`src/rtl/jtopl_eg_slot_seq_pkg.sv`:
```
// Shared types and constants for the envelope final-attenuation slot sequencer.
// The per-slot setting record is kept packed so storage and output registers share one type.
package jtopl_eg_slot_seq_pkg;

  localparam int SLOTS_DEF = 18;
  localparam int SLOT_W    = 5;

  localparam logic [5:0] TL_RST = 6'h3f;
  localparam logic [9:0] EG_MAX = 10'h3ff;

  typedef struct packed {
    logic [5:0] tl;
    logic [1:0] ksl;
    logic       ams;
    logic [3:0] kc;
  } slot_cfg_t;

  localparam slot_cfg_t CFG_RST = '{tl: TL_RST, ksl: 2'd0, ams: 1'b0, kc: 4'd0};

endpackage

```
`src/rtl/jtopl_eg_am_lfo.sv`:
```
// AM LFO phase counter: advances once every AM_DIV slot rounds.
// i_hold parks both the phase and the round divider at zero.
module jtopl_eg_am_lfo #(
  parameter int AM_DIV = 64
) (
  input  logic       i_clk,
  input  logic       i_rst,
  input  logic       i_step,
  input  logic       i_hold,
  output logic [6:0] o_lfo_mod
);

  logic [7:0] r_div;
  logic [6:0] r_lfo_mod;

  always_ff @(posedge i_clk or posedge i_rst) begin
    if (i_rst) begin
      r_div     <= 8'd0;
      r_lfo_mod <= 7'd0;
    end else if (i_hold) begin
      r_div     <= 8'd0;
      r_lfo_mod <= 7'd0;
    end else if (i_step) begin
      if (r_div == 8'(AM_DIV - 1)) begin
        r_div     <= 8'd0;
        r_lfo_mod <= r_lfo_mod + 7'd1;
      end else begin
        r_div <= r_div + 8'd1;
      end
    end
  end

  assign o_lfo_mod = r_lfo_mod;

endmodule

```
`src/rtl/jtopl_eg_slot_seq.sv`:
```
// Slot sequencer for the envelope attenuation stage: per-slot settings storage,
// slot counter, setting presentation with write-through, and the tagged result register.
module jtopl_eg_slot_seq
  import jtopl_eg_slot_seq_pkg::*;
#(
  parameter int SLOTS  = SLOTS_DEF,
  parameter int AM_DIV = 64
) (
  input  logic              i_clk,
  input  logic              i_rst,
  input  logic              i_cen,
  input  logic              i_cfg_we,
  input  logic [SLOT_W-1:0] i_cfg_slot,
  input  logic [5:0]        i_cfg_tl,
  input  logic [1:0]        i_cfg_ksl,
  input  logic              i_cfg_ams,
  input  logic [3:0]        i_cfg_kc,
  input  logic              i_amsen,
  input  logic              i_am_hold,
  input  logic [9:0]        i_eg_pure_in,
  input  logic [9:0]        i_eg_limited,
  output logic [SLOT_W-1:0] o_cur_slot,
  output logic [5:0]        o_tl,
  output logic [1:0]        o_ksl,
  output logic              o_ams,
  output logic [3:0]        o_keycode,
  output logic              o_amsen,
  output logic [6:0]        o_lfo_mod,
  output logic [9:0]        o_eg_out,
  output logic [SLOT_W-1:0] o_eg_out_slot,
  output logic              o_eg_out_vld,
  output logic              o_round_start
);

  slot_cfg_t         r_mem [SLOTS];
  slot_cfg_t         r_cfg;
  logic [SLOT_W-1:0] r_cur_slot;
  logic [9:0]        r_eg_out;
  logic [SLOT_W-1:0] r_eg_out_slot;
  logic              r_eg_out_vld;

  slot_cfg_t         w_wr_cfg;
  slot_cfg_t         w_load_cfg;
  logic              w_wr_en;
  logic              w_last;
  logic [SLOT_W-1:0] w_next_slot;
  logic              w_lfo_step;
  logic              w_unused;

  // eg_pure_in is consumed by the datapath; it is only carried here for slot alignment
  assign w_unused = ^i_eg_pure_in;

  assign w_wr_cfg    = '{tl: i_cfg_tl, ksl: i_cfg_ksl, ams: i_cfg_ams, kc: i_cfg_kc};
  assign w_wr_en     = i_cfg_we && (i_cfg_slot < SLOT_W'(SLOTS));
  assign w_last      = (r_cur_slot == SLOT_W'(SLOTS - 1));
  assign w_next_slot = w_last ? '0 : r_cur_slot + 1'b1;
  assign w_lfo_step  = i_cen && w_last;

  // A write landing on the slot being loaded this edge is forwarded straight to the outputs
  assign w_load_cfg = (w_wr_en && (i_cfg_slot == w_next_slot)) ? w_wr_cfg : r_mem[w_next_slot];

  always_ff @(posedge i_clk or posedge i_rst) begin
    if (i_rst) begin
      for (int i = 0; i < SLOTS; i++) begin
        r_mem[i] <= CFG_RST;
      end
    end else if (w_wr_en) begin
      r_mem[i_cfg_slot] <= w_wr_cfg;
    end
  end

  always_ff @(posedge i_clk or posedge i_rst) begin
    if (i_rst) begin
      r_cur_slot    <= '0;
      r_cfg         <= CFG_RST;
      r_eg_out      <= EG_MAX;
      r_eg_out_slot <= '0;
      r_eg_out_vld  <= 1'b0;
    end else if (i_cen) begin
      r_cur_slot    <= w_next_slot;
      r_cfg         <= w_load_cfg;
      r_eg_out      <= i_eg_limited;
      r_eg_out_slot <= r_cur_slot;
      r_eg_out_vld  <= 1'b1;
    end
  end

  jtopl_eg_am_lfo #(
    .AM_DIV (AM_DIV)
  ) u_am_lfo (
    .i_clk     (i_clk),
    .i_rst     (i_rst),
    .i_step    (w_lfo_step),
    .i_hold    (i_am_hold),
    .o_lfo_mod (o_lfo_mod)
  );

  assign o_cur_slot    = r_cur_slot;
  assign o_tl          = r_cfg.tl;
  assign o_ksl         = r_cfg.ksl;
  assign o_ams         = r_cfg.ams;
  assign o_keycode     = r_cfg.kc;
  assign o_amsen       = i_amsen;
  assign o_eg_out      = r_eg_out;
  assign o_eg_out_slot = r_eg_out_slot;
  assign o_eg_out_vld  = r_eg_out_vld;
  assign o_round_start = (r_cur_slot == '0);

endmodule

```
`config.mk`:
```
export PLATFORM = sky130hd
export DESIGN_NAME = jtopl_eg_slot_seq
export DESIGN_NICKNAME = d
export VERILOG_FILES = /design/src/rtl/jtopl_eg_slot_seq_pkg.sv /design/src/rtl/jtopl_eg_am_lfo.sv /design/src/rtl/jtopl_eg_slot_seq.sv
export SDC_FILE = /design/constraint.sdc
export NUM_CORES = 1
export LEC_CHECK = 0
export CELL_PAD_IN_SITES_DETAIL_PLACEMENT = 0
export CELL_PAD_IN_SITES_GLOBAL_PLACEMENT = 2
export CORE_AREA = 2 2 216 218
export CTS_BUF_LIST = sky130_fd_sc_hd__clkbuf_4 sky130_fd_sc_hd__clkbuf_8 sky130_fd_sc_hd__clkbuf_16
export CTS_CLUSTER_SIZE = 25
export DETAILED_ROUTE_END_ITERATION = 8
export DIE_AREA = 0 0 218 220
export GPL_TIMING_DRIVEN = 0
export PLACE_DENSITY_LB_ADDON = 0.1
export SKIP_LAST_GASP = 1
export SLEW_MARGIN = 10
export SYNTH_ARGS = -nofsm -noshare
export SYNTH_HDL_FRONTEND = slang
export SYNTH_HIERARCHICAL = 1
export SYNTH_SLANG_ARGS = --single-unit
```
`constraint.sdc`:
```
create_clock -name i_clk -period 11.4 [get_ports i_clk]
set_clock_uncertainty 0.1 [all_clocks]
set_input_delay 2.28 -clock i_clk [delete_from_list [all_inputs] [get_ports i_clk]]
set_output_delay 2.28 -clock i_clk [all_outputs]
set_load 0.01 [all_outputs]
```
# Yosys cells after proc, flatten, opt, wreduce, memory -nomap -nowiden
# Cells that the tools add are included.
[word_totals]
regBits = 283
in_bits = 44
wordCells = 116
[op_classes]
addsub = 3
magnitude_cmp = 4
n_eq_ne = 3
n_mux = 14
bitwise = 2
reduce_logical = 8
[op_table]
columns = ["operator", "count"]
rows = [
  ["234-bit bitwise mux", 1],
  ["13-bit binary-select mux with 5-bit select", 1],
  ["13-bit demux with 5-bit select", 1],
  ["13-bit 2-to-1 mux", 4],
  ["8-bit 2-to-1 mux", 3],
  ["7-bit 2-to-1 mux", 3],
  ["6-bit greater-or-equal comparator, second input constant", 2],
  ["5-bit inverter with 6-bit output", 2],
  ["8-bit by 1-bit adder with 8-bit output, second input constant", 1],
  ["8-bit by 6-bit == test with 1-bit output, second input constant", 1],
  ["7-bit by 1-bit adder with 7-bit output, second input constant", 1],
  ["6-bit by 1-bit < comparator with 1-bit output, second input constant", 1],
  ["5-bit by 1-bit adder with 5-bit output, second input constant", 1],
  ["5-bit == test", 1],
  ["5-bit == test, second input constant", 1],
  ["5-bit zero test", 1],
  ["5-bit < comparator, second input constant", 1],
  ["5-bit 2-to-1 mux", 1],
  ["1-bit logical AND", 4],
  ["2-bit nonzero test", 2],
  ["2-bit AND reduction", 1],
]

# Longest topological paths before layout
# Gate-level depths: netlist of run 1.
[logic_depth]
depth_word = 7
ltp_mapped = 14
depth_no_buf = 9

# Modules after synthesis
# The synthesis of run 1 kept the hierarchy.
[modules_own_cells]
columns = ["module", "instances", "cells_per_inst", "area_each_um2"]
rows = [
  ["jtopl_eg_slot_seq", 1, 991, 12721.0],
  ["jtopl_eg_am_lfo", 1, 84, 849.6],
]

# Least setup slack after synthesis of run 1
# OpenSTA, ideal clock, no wires.
[synth_timing]
path_type = "input -> output"
from = "input port i_amsen"
to = "output port o_amsen"
arrival_ps = 2399
required_time_ps = 9020
setup_slack_ps = 6621
path_stages = 1
path_buffers = 1
path_cell_list = "buf_4"
[synth_lines]
columns = ["element", "line", "rtl"]
rows = [
  ["from (decl)", "jtopl_eg_slot_seq.sv:18", "input logic i_amsen,"],
  ["to (decl)", "jtopl_eg_slot_seq.sv:27", "output logic o_amsen,"],
]
# No word-level cell between the ends.

# Worst setup path in the final report of run 1
[layout_timing]
from = "register r_cur_slot[0], in the netlist o_cur_slot[0]"
to = "output port o_round_start"
[layout_between]
elab_chain_cells = 1
[layout_lines]
columns = ["element", "line", "rtl"]
rows = [
  ["from (decl)", "jtopl_eg_slot_seq.sv:37", "logic [SLOT_W-1:0] r_cur_slot;"],
  ["from (signal assigned)", "jtopl_eg_slot_seq.sv:80", "r_cur_slot <= w_next_slot;"],
  ["5-bit zero test", "jtopl_eg_slot_seq.sv:107", "assign o_round_start = (r_cur_slot == '0);"],
  ["to (decl)", "jtopl_eg_slot_seq.sv:32", "output logic o_round_start"],
]
# Every way passes these cells.

==> results of run 1 <==
==> sequential cells by signal, indices dropped and copies added, names as in the netlist <==
register	count
o_ksl	2
o_eg_out	10
o_eg_out_vld	1
u_am_lfo/r_div	8
o_keycode	4
o_cur_slot	5
o_eg_out_slot	5
o_ams	1
r_mem	234
o_tl	6
u_am_lfo/o_lfo_mod	7
==> through the flow <==
stage	TNS [ns]	hold WS (ns)	power, mW	util (%)	area (um2)
6_report	0	0.366	3.79	35.4	16200
5_1_grt	0	0.389	4.01	35.4	16200
4_1_cts	0	0.375	3.85	35.4	16200
3_5_place_dp	0	0.361	2.62	32.7	15000
3_3_place_gp	-384.72	0.354	2.61	32.5	14900
2_1_floorplan	0	0.373	2.14	-	13600
==> kinds of logic (layout without fill, tap and decap cells) <==
family          after synthesis  count (layout)  share of synthesized area, %
fa+ha+maj                     5               5                         0.461
mux                         309             309                          25.3
compound gates              186             186                          9.33
xor+xnor                     12              12                         0.885
buf+inv                     113             238                          3.98
flops                       283             283                          53.3
simple gates                167             167                          6.71
==> synth_stat cells (6+ instances only) <==
master       n
o221ai_1     8
dfrtp_1    159
nand3_1     10
a21oi_1     34
buf_4       10
clkbuf_1    28
nor2b_1     14
a22oi_1      7
buf_1       25
nand2_1     43
a211oi_1    13
nor2_1      35
o22a_1       8
o22ai_1     47
nor4_1      13
mux2i_1     46
dfstp_2    124
xnor2_1      6
mux2_2     262
a211o_1      8
nor3_1       7
a2bb2oi_1    8
inv_1       16
buf_6        6
nand2b_1     6
o21ai_0     19
buf_2       27
a221oi_1     9
==> area by class of cell <==
class                   instances  area [um2]
flip-flops and latches        283        7240
clock inverters                 8         140
multi-input cells             679        5790
fillers                      4607       29600
repair buffers                 61         646
well taps                     607         759
clock buffers                  56        1110
inverters                      17        71.3
plain buffers                  96         477
==> placed cells by master (no fill, tap or decap), types with 4 or more instances in the layout <==
master	n
buf_1	25
a211oi_1	13
nand3_1	10
nand2_1	43
xnor2_1	6
and2_1	4
xor2_1	4
clkbuf_1	28
clkbuf_16	37
o22a_1	8
bufinv_16	4
a22oi_1	7
mux2_2	262
clkdlybuf4s50_1	59
clkinv_2	4
dfstp_2	124
nor4_1	13
o221ai_1	8
mux2i_1	46
nor2b_1	14
a221oi_1	9
nor3_1	7
o21ai_0	19
nand4_1	4
ha_1	5
inv_1	15
clkbuf_8	7
nor2_1	35
buf_4	10
o21ai_1	5
o22ai_1	47
a21oi_1	34
buf_2	27
buf_6	6
dfrtp_1	159
nand2b_1	6
a2bb2oi_1	8
clkbuf_4	12
a211o_1	8
==> path summary, 6_finish.rpt <==
check	slack, ns	startpoint	endpoint	cells past startpoint
setup / recovery	5.75	o_cur_slot[0]	o_round_start	6
hold / removal	0.37	o_eg_out_vld	o_eg_out_vld	1
setup reg to reg	6.86	o_cur_slot[0]	o_ksl[0]	13
hold reg to reg	0.37	o_eg_out_vld	o_eg_out_vld	1
max in group asynchronous	8.10	i_rst	r_mem[46]	3
min in group asynchronous	2.11	i_rst	o_eg_out_slot[4]	2
==> power groups by stage <==
| stage | sequential, mW | combinational, mW | clock [mW] |
|---|---|---|---|
| 2_1_floorplan | 1.37 | 0.764 | 0 |
| 6_report | 1.37 | 1.21 | 1.21 |
| 3_5_place_dp | 1.38 | 1.23 | 0 |
| 4_1_cts | 1.37 | 1.24 | 1.25 |
| 3_3_place_gp | 1.38 | 1.23 | 0 |
| 5_1_grt | 1.40 | 1.32 | 1.29 |
==> layer usage <==
metal,GRT usage [%],wire [um]
met5,0,0
met4,4.06,707
met3,3.20,1690
met2,31.7,21400
met1,25.3,20100
==> summary.txt, run 1 <==
Critical path
  • Critical path, cell by cell: buf_2, clkinv_1, clkbuf_1, ha_1, nor4b_1, clkdlybuf4s50_1
  • CP Max Fanout: 10
  • CP peak stage delay: 0.66 ns
  • Critical path data arrival time: approximately 3.3 ns
  • Family with the most delay on the worst path: buffers and inverters
  • WP data required: 9.02 ns
  • CP bufs+invs: 4
  • Slowest CP cell: clkbuf_1
  • CP endpoint kind: primary output
  • Crit path kind: flop to primary output
  • Critical Path Start Type: flop

Floorplan
  • Row cnt: slightly below 80
  • Die ar.: 0.0480 mm2
  • Initial Util: 29.6%
  • Core Area: 0.0459 mm2
  • Die Y: 220 um
  • Chip Width: around 220 um
  • # IOs: 87

Pwr
  • Sw Share: 33.1%
  • Int Power: 2.53 mW
  • Pwr Density: approximately 230 mW/mm2
  • Logic pwr share: roughly a third
  • Clock network fraction of total power: between 30% and 40%
  • P_sw: 1.26 mW
  • LEAKAGE: 6.67 nW
  • Max IR drop VDD: 93.0 uV
  • Seq pwr share: 36.1%

Global routing
  • Vias in the first global route: about 9500
  • Initial antenna violation count: 1
  • GRT Overall Usage: 18.8%
  • First-pass GRT wire length: around 66000 um
  • Largest net degree at the start of global routing: 104
  • Total congestion overflow: 0

CTS
  • Clk sink count: 283
  • Post-CTS Setup Bufs: 0
  • Worst-path clk slew: 0.06 ns
  • H-tree depth: 2
  • Cts bufs inserted: 36
  • CTS tree: yes
  • Clock buffer depth: 3
  • Root Buffer: clkbuf_16
  • Clk Latency, worst-skew pair: between 0.5 and 0.6 ns
  • CTS Hold Bufs: 0
  • Cts repair resizes: 0

Logic synthesis
  • Largest area contributor in the netlist: dfrtp_1
  • Syn avg cell area: 12.6 um2
  • Synth warn: 6
  • Mapped Area: 0.0136 mm2
  • Largest cells by area after synthesis: dfrtp_1 29%, dfstp_2 24%, mux2_2 22%
  • #FFs+latches synth: 283
  • Asr flop ratio synth: 100%
  • Register area share after synthesis: 53.3%
  • Prevailing post-synth register cell: dfrtp_1
  • Syn Nets: 1124
  • Post-synth EDFFs: 0
  • Post-synth top area share: 29.3%
  • Syn Inst Count: roughly 1100
  • Yosys cell types: 70

Status
  • Status: completed

Place
  • Dpl cells: 1743
  • HPWL Detailed: approximately 30000 um
  • Gp weighted congestion: 0.743
  • Post-place setup slack: 6.15 ns
  • IO Port Bufs: 59

STA
  • Max-slew headroom: 39.0%
  • Fin worst setup slack: between 5 and 6 ns
  • Final hold violation count: 0
  • Fmax: 177 MHz
  • Count of final setup violators: 0
  • Minimum clock period: 5.65 ns
  • Worst slew pin tran: about 0.91 ns
  • Final period util: 49.5%
  • RSZ-0062 raised after global routing: false
  • Final Max Slew Viols: 0

Detailed routing
  • Wirelength per Cell: 24.3 um
  • Post-route ant nets: 0
  • Vias: 9134
  • WL final: about 44000 um
  • Avg Vias per Cell: 5.05
  • Post-route DRC: 0
  • DRT Pass-1 Iters: 5
  • First-iteration detailed-routing DRC count: 508

Cells and area
  • N_diodes: 0
  • Fin cells: 1807
  • Share of post-route cells with drive strength above 1: between 40 and 50%
  • Area Overhead vs Synth: 19.6%
  • Net count, final: 1223

Min path
  • Min-delay worst type: flop to flop

Flow run
  • Max Cap Viol: 0
Power figures use the tool's default switching activity.
==> run 2, diff against run 1 <==
==> constraint.sdc (replaced) <==
create_clock -name i_clk -period 5 [get_ports i_clk]
set_clock_uncertainty 0.1 [all_clocks]
set_input_delay 1 -clock i_clk [delete_from_list [all_inputs] [get_ports i_clk]]
set_output_delay 1 -clock i_clk [all_outputs]
set_load 0.01 [all_outputs]
==> run 2 against run 1 <==
Clock power up 130%. Core utilization up 0.23 points. Combinational power up 130%. Register-to-register slack worse by 6.4 ns. Die area unchanged. Sequential share of layout area down 0.29 points. Largest cell class unchanged.
==> summary.txt, run 2 (synthesized netlist as in run 1, its figures left out) <==
Status
  • Status: completed

Global routing
  • GRT Overall Usage: between 10% and 20%
  • Total congestion overflow: 0
  • First-pass GRT wire length: between 60000 and 70000 um
  • Initial antenna violation count: 0
  • Largest net degree at the start of global routing: 38
  • Vias in the first global route: 9430

CTS
  • Cts repair resizes: 0
  • Cts bufs inserted: 36
  • Clock buffer depth: 3
  • Root Buffer: clkbuf_16
  • Post-CTS Setup Bufs: 0
  • Clk Latency, worst-skew pair: 0.55 ns
  • Worst-path clk slew: 0.06 ns
  • CTS Hold Bufs: 0
  • Clk sink count: 283
  • H-tree depth: 2
  • CTS tree: yes

Detailed routing
  • Wirelength per Cell: 24.0 um
  • Vias: between 9000 and 10000
  • DRT Pass-1 Iters: 6
  • Post-route DRC: 0
  • Avg Vias per Cell: 5.06
  • First-iteration detailed-routing DRC count: between 500 and 600
  • Post-route ant nets: 0
  • WL final: 43500 um

Pwr
  • Max IR drop VDD: 225 uV
  • LEAKAGE: 6.71 nW
  • Pwr Density: around 530 mW/mm2
  • P_sw: 2.89 mW
  • Seq pwr share: between 30% and 40%
  • Int Power: 5.74 mW
  • Logic pwr share: 32.2%
  • Clock network fraction of total power: between 30% and 40%
  • Sw Share: 33.5%

Critical path
  • Critical path, cell by cell: buf_2, clkinv_1, clkbuf_1, ha_1, buf_2, buf_2, nand2_1, o22ai_1, a2bb2oi_1, nor2_1, a211oi_1, nor4_1, o22ai_1
  • Critical Path Start Type: flop
  • CP most frequent cell: buf_2
  • Slowest CP cell: nor4_1
  • Critical path data arrival time: 4.86 ns
  • Family with the most delay on the worst path: buffers and inverters
  • CP peak stage delay: 0.49 ns
  • WP data required: 5.34 ns
  • Crit path kind: flop to flop
  • CP endpoint kind: flop
  • CP bufs+invs: 5
  • CP Max Fanout: 10

Min path
  • Min-delay worst type: flop to flop

Place
  • Placed cell areas: 0.0151 mm2
  • IO Port Bufs: 59
  • Dpl cells: 1749
  • Gp weighted congestion: about 0.75
  • Post-place setup slack: about 0.45 ns
  • HPWL Detailed: 30700 um

Floorplan
  • Die Y: about 220 um
  • Row cnt: 79
  • Die ar.: approximately 0.048 mm2
  • Chip Width: 218 um
  • # IOs: 87
  • Core Area: 0.0459 mm2
  • Initial Util: 29.6%

Cells and area
  • Largest Register: r_mem
  • Net count, final: 1229
  • Max reg flops: 234
  • Share of post-route cells with drive strength above 1: 43.4%
  • Commonest non-fill, non-tap cell in the layout: mux2_2
  • Area Overhead vs Synth: 20.4%
  • Post-route cell area: 0.0163 mm2
  • N_diodes: 0
  • Fin cells: 1815
  • Commonest non-fill, non-tap cells in the layout: 262 x mux2_2, 159 x dfrtp_1, 124 x dfstp_2, 59 x clkdlybuf4s50_1, 47 x o22ai_1

STA
  • Final hold violation count: 0
  • Worst slew pin tran: between 1 and 1.5 ns
  • Count of final setup violators: 0
  • Max-slew headroom: a little over a quarter
  • Final Max Slew Viols: 0
  • Minimum hold slack: 0.380 ns
  • Minimum clock period: 4.52 ns
  • Final period util: between 90 and 100%
  • Fmax: 221 MHz
  • RSZ-0062 raised after global routing: false
  • Fin worst setup slack: 0.481 ns

Flow run
  • Max Cap Viol: 0
==> run 2: cell count changes in the layout (fill, tap and decap cells not counted) <==
cell	change
bufinv_16	-2
clkinv_2	+2
inv_8	-1
buf_12	+8
clkbuf_4	-2
clkbuf_16	+1
buf_16	-2
clkinvlp_4	+1
clkbuf_8	+2
clkinv_8	+1
==> run 2: power by group through the flow <==
stage | clock, mW | combinational [mW] | sequential [mW]
global placement | 0 | 2.81 | 3.14
global route | 2.91 | 3.02 | 3.18
detailed placement | 0 | 2.82 | 3.16
floorplan | 0 | 1.74 | 3.13
finish | 2.73 | 2.78 | 3.12
CTS | 2.82 | 2.83 | 3.12
==> run 2: metal layers <==
metal | GRT usage [%] | vias up | wire, um
met1 | 24.8 | 4795 | 20000
li1 | - | 4165 | -
met2 | 30.5 | 166 | 20800
met5 | 0 | - | 0
met4 | 6.33 | 0 | 1180
met3 | 2.43 | 55 | 1520
==> run 2: layout make-up <==
class | instances | area [um2]
well taps | 607 | 759
clock inverters | 9 | 106
flip-flops and latches | 283 | 7240
multi-input cells | 679 | 5790
repair buffers | 67 | 751
inverters | 17 | 67.6
plain buffers | 96 | 477
clock buffers | 57 | 1150
fillers | 4576 | 29500
==> run 2: worst paths after layout <==
check | startpoint | endpoint | slack, ns | cells past startpoint
min in group asynchronous | i_rst | o_eg_out_slot[2] | 0.76 | 2
hold / removal | o_tl[0] | o_tl[0] | 0.38 | 2
hold reg to reg | o_tl[0] | o_tl[0] | 0.38 | 2
setup reg to reg | o_cur_slot[0] | o_tl[0] | 0.48 | 13
max in group asynchronous | i_rst | r_mem[138] | 2.69 | 6
setup / recovery | o_cur_slot[0] | o_tl[0] | 0.48 | 13
==> run 2: tightest hold or removal path, cell delays in order, from the launching register on <==
cell and delay [ns]:
dfstp_2 0.36, inv_1 0.04, o22ai_1 0.07
==> run 2: per-stage QoR <==
step           utilization (%)  TNS, ns  power, mW
3_3_place_gp              32.5  -353.23       5.96
4_1_cts                   35.6        0       8.78
3_5_place_dp              32.9        0       5.98
2_1_floorplan                -        0       4.87
6_report                  35.6        0       8.63
5_1_grt                   35.6        0       9.11
==> run 3, diff against run 2 <==
--- a/config.mk
+++ b/config.mk
@@ -14,6 +14,7 @@
 export DIE_AREA = 0 0 218 220
 export GPL_TIMING_DRIVEN = 0
 export PLACE_DENSITY_LB_ADDON = 0.1
+export REMOVE_ABC_BUFFERS = 1
 export SKIP_LAST_GASP = 1
 export SLEW_MARGIN = 10
 export SYNTH_ARGS = -nofsm -noshare
==> run 3 against run 2 <==
Clock-buffer cell count decreased by 2. Total power is 2.6% lower. Clock power shrank 3%. Global-route usage decreased by 1.1 points. Setup slack got worse by 0.23 ns. Die area is the same. Critical endpoint is now o_ksl[1]. Largest cell class unchanged.
==> summary.txt, run 3 (synthesized netlist as in run 1, its figures left out) <==
Status
  • Status: completed

Detailed routing
  • Vias: 8767
  • First-iteration detailed-routing DRC count: 459
  • Wirelength per Cell: 23.1 um
  • WL final: 40100 um
  • Avg Vias per Cell: 5.05
  • Post-route ant nets: 0
  • DRT Pass-1 Iters: 5
  • Post-route DRC: 0

STA
  • Worst slew pin tran: between 1 and 1.5 ns
  • Fin worst setup slack: 0.249 ns
  • Count of final setup violators: 0
  • Minimum clock period: roughly 4.8 ns
  • RSZ-0062 raised after global routing: false
  • Final period util: a little over nine tenths
  • Final Max Slew Viols: 0
  • Final hold violation count: 0
  • Fmax: 210 MHz
  • Max-slew headroom: 27.1%
  • Minimum hold slack: between 0.3 and 0.4 ns

Place
  • HPWL Detailed: approximately 24000 um
  • Gp weighted congestion: 0.669
  • IO Port Bufs: 74
  • Post-place setup slack: -0.828 ns

Critical path
  • CP Max Fanout: 46
  • Worst r2r dst: o_ksl[1]
  • Critical path, cell by cell: clkinv_2, ha_4, and2_1, nand3_2, o22ai_1, nor2_1, o221a_1, o221ai_1
  • CP endpoint kind: flop
  • FF-to-FF path depth: 8
  • Worst Setup SP: o_cur_slot[0]
  • WP data required: 5.36 ns
  • R2R Setup Slk: 0.25 ns
  • Crit path kind: flop to flop
  • CP peak stage delay: 0.91 ns
  • CP bufs+invs: 1
  • RR Startpoint: o_cur_slot[0]
  • Total stage count of the critical path: 8
  • Family with the most delay on the worst path: simple AND/OR/NAND/NOR gates
  • Critical path data arrival time: 5.11 ns
  • Crit path to: o_ksl[1]
  • Slowest CP cell: dfrtp_4
  • Critical Path Start Type: flop

Floorplan
  • Core Area: around 0.046 mm2
  • Die ar.: between 0.04 and 0.05 mm2
  • Initial Util: 29.6%
  • # IOs: 87
  • Chip Width: 218 um
  • Row cnt: 79
  • Die Y: 220 um

Cells and area
  • Footprint of the multi-input gates: 0.00588 mm2
  • Commonest non-fill, non-tap cell in the layout: mux2_2
  • Share of post-route cells with drive strength above 1: between 40% and 50%
  • Fillers: 4598
  • Area Overhead vs Synth: 18.5%
  • N_diodes: 0
  • Max reg flops: 234
  • Largest Register: r_mem
  • Register Area: 0.00724 mm2
  • Net count, final: 1153
  • Commonest non-fill, non-tap cells in the layout: 262 x mux2_2, 158 x dfrtp_1, 124 x dfstp_2, 73 x clkdlybuf4s50_1, 47 x o22ai_1

CTS
  • CTS Hold Bufs: 0
  • CTS tree: yes
  • Root Buffer: clkbuf_16
  • Worst-path clk slew: ~0.06 ns
  • H-tree depth: 2
  • Clock buffer depth: 3
  • Clk sink count: 283
  • Clk Latency, worst-skew pair: around 0.54 ns
  • Cts bufs inserted: 36

Pwr
  • LEAKAGE: ~6.5 nW
  • Max IR drop VDD: 209 uV
  • Pwr Density: 523 mW/mm2

Global routing
  • Vias in the first global route: 9397
  • GRT Overall Usage: 17.3%
  • First-pass GRT wire length: 61700 um
  • Total congestion overflow: 0
  • Largest net degree at the start of global routing: 110
  • Initial antenna violation count: 0

Flow run
  • Max Cap Viol: 0

Min path
  • Min-delay worst type: flop to flop
-- run 3: cell types whose count changed in the layout (fill, tap and decap cells not counted), sizes merged --
cell,delta
buf,-63
clkbuf,-30
clkdlybuf4s50,+14
clkinvlp,-1
inv,+1
nand2,+1
-- run 3: worst min-delay path by stage --
stage	end	slack (ns)	startpoint	depth (start not counted)
6_report	o_eg_out_vld	0.36	o_eg_out_vld	1
3_5_place_dp	o_eg_out_vld	0.35	o_eg_out_vld	1
3_3_place_gp	o_eg_out_vld	0.35	o_eg_out_vld	1
4_1_cts	o_eg_out_vld	0.36	o_eg_out_vld	1
2_1_floorplan	r_mem[208]	0.37	r_mem[208]	1
5_1_grt	o_tl[4]	0.40	o_tl[4]	2
-- run 3: what timing repair did --
action                                  CTS  global route
cloned                                    1             0
resized for setup                         4             2
endpoints found under the setup margin   13             7
pin swaps                                 1             0
buffers inserted                          0             0
-- run 3: report_power, final --
part           switching (mW)  internal (mW)
combinational            1.45           1.13
sequential              0.299           2.89
clock                    1.02           1.62
-- run 3: cell type report --
class / count / share of cell area (%)
sequential: 283 / 45.0
multi-input combinational: 680 / 36.6
clock buffer: 55 / 6.87
timing repair buffer: 86 / 5.76
tap: 607 / 4.72
clock inverter: 9 / 0.591
inverter: 17 / 0.451
-- run 3: layer usage --
| metal | global-route usage [%] | wire length [um] |
|---|---|---|
| met1 | 24.3 | 19700 |
| met2 | 27.6 | 18200 |
| met3 | 3.06 | 1400 |
| met4 | 4.22 | 758 |
| met5 | 0 | 0 |
-- run 3: stage by stage --
| stage | cells | util (%) | setup TNS (ns) | area (um2) | total power [mW] |
|---|---|---|---|---|---|
| floorplan | 979 | - | -625.14 | 13100 | 4.73 |
| global placement | 1660 | 31.8 | -1750.78 | 14600 | 5.75 |
| detailed placement | 1672 | 32.4 | -8.64 | 14800 | 5.82 |
| CTS | 1737 | 35.0 | 0 | 16100 | 8.56 |
| global route | 1737 | 35.1 | 0 | 16100 | 8.91 |
| finish | 1737 | 35.1 | 0 | 16100 | 8.41 |
